$ cat config.mk
export PLATFORM = sky130hd
export DESIGN_NAME = acc_sequencer
export DESIGN_NICKNAME = d
export VERILOG_FILES = /design/src/rtl/acc_sequencer.sv
export SDC_FILE = /design/constraint.sdc
export NUM_CORES = 1
export LEC_CHECK = 0
export ABC_CLOCK_PERIOD_IN_PS = 3440
export CORE_AREA = 2 2 39 41
export DETAILED_ROUTE_END_ITERATION = 10
export DIE_AREA = 0 0 41 43
export DONT_BUFFER_PORTS = 1
export GPL_ROUTABILITY_DRIVEN = 0
export MAX_ROUTING_LAYER = met4
export PLACE_DENSITY_LB_ADDON = 0.1
export SLEW_MARGIN = 20
export SYNTH_ARGS = -nofsm -noshare
export SYNTH_HDL_FRONTEND = slang
export SYNTH_SLANG_ARGS = --single-unit
$ cat constraint.sdc
create_clock -name clk -period 3.44 [get_ports clk]
set_clock_uncertainty 0.15 [all_clocks]
set_input_delay 0.516 -clock clk [delete_from_list [all_inputs] [get_ports clk]]
set_output_delay 0.516 -clock clk [all_outputs]
set_load 0.01 [all_outputs]
$ cat src/rtl/acc_sequencer.sv
// Sequences one accumulator command through bus grant, operand load, execute
// and result store. All accumulator and bus controls are Moore decodes of the state register.
module acc_sequencer #(
  parameter int OPCODE_WIDTH = 5,
  parameter int STATUS_WIDTH = 4
) (
  input  logic                    clk,
  input  logic                    reset,
  input  logic                    cmd_valid,
  output logic                    cmd_ready,
  input  logic [OPCODE_WIDTH-1:0] cmd_op,
  input  logic                    cmd_load,
  input  logic                    cmd_store,
  output logic                    bus_req,
  input  logic                    bus_gnt,
  output logic                    acc_cs,
  output logic                    acc_we,
  output logic                    acc_oe,
  output logic                    acc_opcode_le,
  output logic [OPCODE_WIDTH-1:0] acc_opcode,
  input  logic [STATUS_WIDTH-1:0] alu_status,
  output logic [STATUS_WIDTH-1:0] status_q,
  output logic                    done
);

  typedef enum logic [2:0] {IDLE, WAIT_GNT, LOAD, EXEC, STORE} state_t;

  state_t                  state, state_nxt;
  logic [OPCODE_WIDTH-1:0] op_r;
  logic                    load_r, store_r;
  logic                    accept;
  logic                    done_nxt;

  assign accept = cmd_valid && (state == IDLE);

  always_ff @(posedge clk or posedge reset) begin
    if (reset) begin
      state    <= IDLE;
      load_r   <= 1'b0;
      store_r  <= 1'b0;
      done     <= 1'b0;
      status_q <= '0;
    end else begin
      state <= state_nxt;
      done  <= done_nxt;
      if (accept) begin
        load_r  <= cmd_load;
        store_r <= cmd_store;
      end
      if (state == EXEC) status_q <= alu_status;
    end
  end

  // Opcode is pure data: only ever observed in EXEC, so it needs no reset.
  always_ff @(posedge clk) begin
    if (accept) op_r <= cmd_op;
  end

  always_comb begin
    state_nxt     = state;
    done_nxt      = 1'b0;
    cmd_ready     = 1'b0;
    bus_req       = 1'b0;
    acc_cs        = 1'b0;
    acc_we        = 1'b0;
    acc_oe        = 1'b0;
    acc_opcode_le = 1'b0;
    acc_opcode    = '0;
    case (state)
      IDLE: begin
        cmd_ready = 1'b1;
        if (cmd_valid) state_nxt = (cmd_load || cmd_store) ? WAIT_GNT : EXEC;
      end
      WAIT_GNT: begin
        bus_req = 1'b1;
        if (bus_gnt) state_nxt = load_r ? LOAD : EXEC;
      end
      LOAD: begin
        bus_req   = 1'b1;
        acc_cs    = 1'b1;
        acc_we    = 1'b1;
        state_nxt = EXEC;
      end
      EXEC: begin
        // Bus stays held across EXEC so a following STORE never re-arbitrates.
        bus_req       = load_r || store_r;
        acc_opcode_le = 1'b1;
        acc_opcode    = op_r;
        state_nxt     = store_r ? STORE : IDLE;
        done_nxt      = !store_r;
      end
      STORE: begin
        bus_req   = 1'b1;
        acc_cs    = 1'b1;
        acc_oe    = 1'b1;
        state_nxt = IDLE;
        done_nxt  = 1'b1;
      end
      default: state_nxt = IDLE;
    endcase
  end

endmodule

==> run_results.csv <==
group,metric,value,unit
logic_synthesis,yosys_warnings,0,
global_routing,grt_remaining_overflow,0,
timing,drv_slew,0,
clocking,htree_levels,1,
floorplanning,coreArea,1380,um^2
worst_setup_path,critPathMaxStageDelay,0.57,ns
floorplanning,rows,14,
timing,setup_ws,1.23,ns
route,wl_per_cell,15.9,um
timing,hold_violations,0,
clocking,cts_resized,0,
logic_synthesis,synth_nets,66,
run,drv_cap,0,
timing,tns,0,ns
power,cellPowerDensity,938,nW/um^2
worst_setup_path,endpoint_kind,"output port",
timing,fmax,452,MHz
route,avgViaCountPerCell,5.68,
clocking,cts_tree,"built",
worst_hold_path,min_path_type,"input port to flop",
floorplanning,start_util,0.510,
timing,slew_headroom,0.649,
timing,post-route-period-util,0.642,
worst_setup_path,reg2reg_slack,1.74,ns
route,antenna_left,0,
logic_synthesis,yosysTopAreaCell,"dfrtp_1",
global_routing,grt_pass1_wl,1.53,mm
logic_synthesis,syn_inst,51,
finish,fin_cells,68,
global_routing,grt_antenna_before_repair,0,
floorplanning,die_h,43,um
placed_design,port_buffers,0,
logic_synthesis,synth.distinct_cells,21,
worst_setup_path,rr_endpoint,"store_r$_DFFE_PP0P_",
worst_setup_path,crit_required,2.77,ns
clocking,cts_sinks,15,
logic_synthesis,async_flop_share,0.667,
finish,area_growth,2.66,%
finish,n_fill_cell,116,
clocking,cts_buffers,3,
worst_setup_path,critPathArrivalTime,1.54,ns
timing,rsz0062_at_grt,"false",
floorplanning,chipWidth,41,um
power,total_power,680,uW
logic_synthesis,avgSynthCellArea,13.8,um^2
logic_synthesis,ys_ff_latch,15,
logic_synthesis,ys_top_cells_by_area,"dfrtp_1 (35%), edfxtp_1 (21%), mux2_2 (6.4%)",
logic_synthesis,yosys_most_used_dff,"dfrtp_1",
finish,drive_gt1_frac,0.231,
route,post-route-drc-count,0,
placed_design,pre_cts_ws,1.54,ns
global_routing,grt_start_max_net_pins,13,
timing,setup_violations,0,
worst_setup_path,reg2reg_depth,2,
clocking,post_cts.repair.setup_buffers,0,
clocking,clkTransAtPathRegs,0.09,ns
run_status,outcome,"complete, no violations",
logic_synthesis,synth_edf_count,5,
worst_setup_path,path_cells,"nor3_1, nor4bb_1",
worst_setup_path,endpoint,"bus_req",
placed_design,hpwl,814,um
finish,diodes,0,
worst_setup_path,worstReg2RegStart,"state[0]$_DFFE_PP0P_",
route,routed_wl,1.08,mm
route,initialDrtViolationCount,2,
logic_synthesis,synth.cell_area,706,um^2
worst_setup_path,cp_max_fo,10,
clocking,clock_path_buffers,2,
floorplanning,num_io_pins,31,
timing,tightest_slew,0.519,ns
clocking,cts_root_buffer,"clkbuf_4",
global_routing,grt_pass1_vias,365,
worst_setup_path,crit_path_start_kind,"flop",
power,power_leakage,0.000304,uW
route,vias,386,
route,first_pass_iters,2,
finish,fin_nets,68,
power,peakVddDrop,393,uV
timing,period_needed,2.21,ns
placed_design,place_inst,63,
worst_setup_path,startpoint,"state[0]$_DFFE_PP0P_",
clocking,clkLatencyLatePin,0.28,ns
worst_setup_path,path_class,"flop to output port",
worst_setup_path,crit_slowest_cell,"dfrtp_1",
floorplanning,dieArea,1760,um^2
global_routing,globalRouteTotalUtil,0.133,
logic_synthesis,synth_top_area_share,0.355,
logic_synthesis,yosysSeqAreaShare,0.567,
## where the power goes
group / switching (uW) / internal [uW] / total, uW / leakage (uW)
clock: 56.1 / 43.0 / 99.1 / 0.0000177
sequential: 90.1 / 254 / 344 / 0.000167
combinational: 112 / 124 / 236 / 0.000120
## logic make-up (layout without fill, tap and decap cells)
group                  count (synthesis)  after routing  synth area share
DFF                                   15             15             0.567
buffers and inverters                  6              7            0.0656
AOI/OAI and AO/OA                      5              5            0.0567
muxes                                  6              6             0.106
and+or+nand+nor                       19             19             0.204
## final cells by class
type                            count  area (um^2)  area share
Inverter                            2         7.51      0.0104
Timing Repair Buffer                1         10.0      0.0138
Clock buffer                        3         22.5      0.0311
Clock inverter                      1         5.00     0.00691
Multi-Input combinational cell     30          259       0.358
Tap cell                           16         20.0      0.0276
Sequential cell                    15          400       0.553
## worst min-delay path by stage
stage	from	end	slack [ns]	cells past startpoint
after global placement	reset	status_q[3]$_DFFE_PP0N_	0.24	1
after floorplan	reset	done$_DFF_PP0_	0.21	1
after global routing	cmd_op[0]	op_r[0]$_DFFE_PP_	0.16	0
after CTS	cmd_op[1]	op_r[1]$_DFFE_PP_	0.18	0
final	cmd_op[1]	op_r[1]$_DFFE_PP_	0.18	0
after detailed placement	reset	status_q[3]$_DFFE_PP0N_	0.25	1
## timing repair
action	CTS	global route
hold buffers	1	0
endpoints found under the setup margin	0	0
hold endpoints to repair	10	0
## layer usage
layer	up-vias	part of all wire	wire (um)	GRT usage
met4	0	0	0	0.0600
met2	18	0.51	555	0.197
met5	-	0	0	-
li1	179	-	-	-
met3	0	0.070	75	0.0314
met1	189	0.41	447	0.167
## registers in the layout, indices dropped and copies added (netlist names)
signal and flops:
done 1, state 3, op_r 5, store_r 1
status_q 4, load_r 1
## stage by stage
stage | hold WS, ns | area (um^2) | utilization
after floorplan | 0.206 | 706 | -
after detailed placement | 0.251 | 687 | 0.496
final | 0.181 | 724 | 0.524
after global placement | 0.241 | 687 | 0.496
after CTS | 0.176 | 724 | 0.524
after global routing | 0.163 | 724 | 0.524
## synthesized netlist by cell type (all sizes together), types with 2 or more instances
library cell  number
nor4bb             2
and2               7
nand2              2
dfrtp             10
mux2               6
inv                2
a21o               2
nor3               2
buf                4
edfxtp             5
## critical path: cells and delay by family, from the launching register on
family | cells | cell delay (ns)
simple gates | 2 | 0.70
flops | 1 | 0.57
## placed cells by master (no fill, tap or decap), drive strengths merged
cell type    Yosys  routed
dfrtp           10      10
and2             7       7
mux2             6       6
edfxtp           5       5
clkbuf           0       3
a21o             2       2
nor3             2       2
nor4bb           2       2
nand2            2       2
inv              2       2
a211oi           1       1
and3b            1       1
nor4b            1       1
nor3b            1       1
nor2             1       1
a22o             1       1
or3b             1       1
nand2b           1       1
a221oi           1       1
clkinv           0       1
dlygate4sd3      0       1
(Power assumes the default switching activity.)
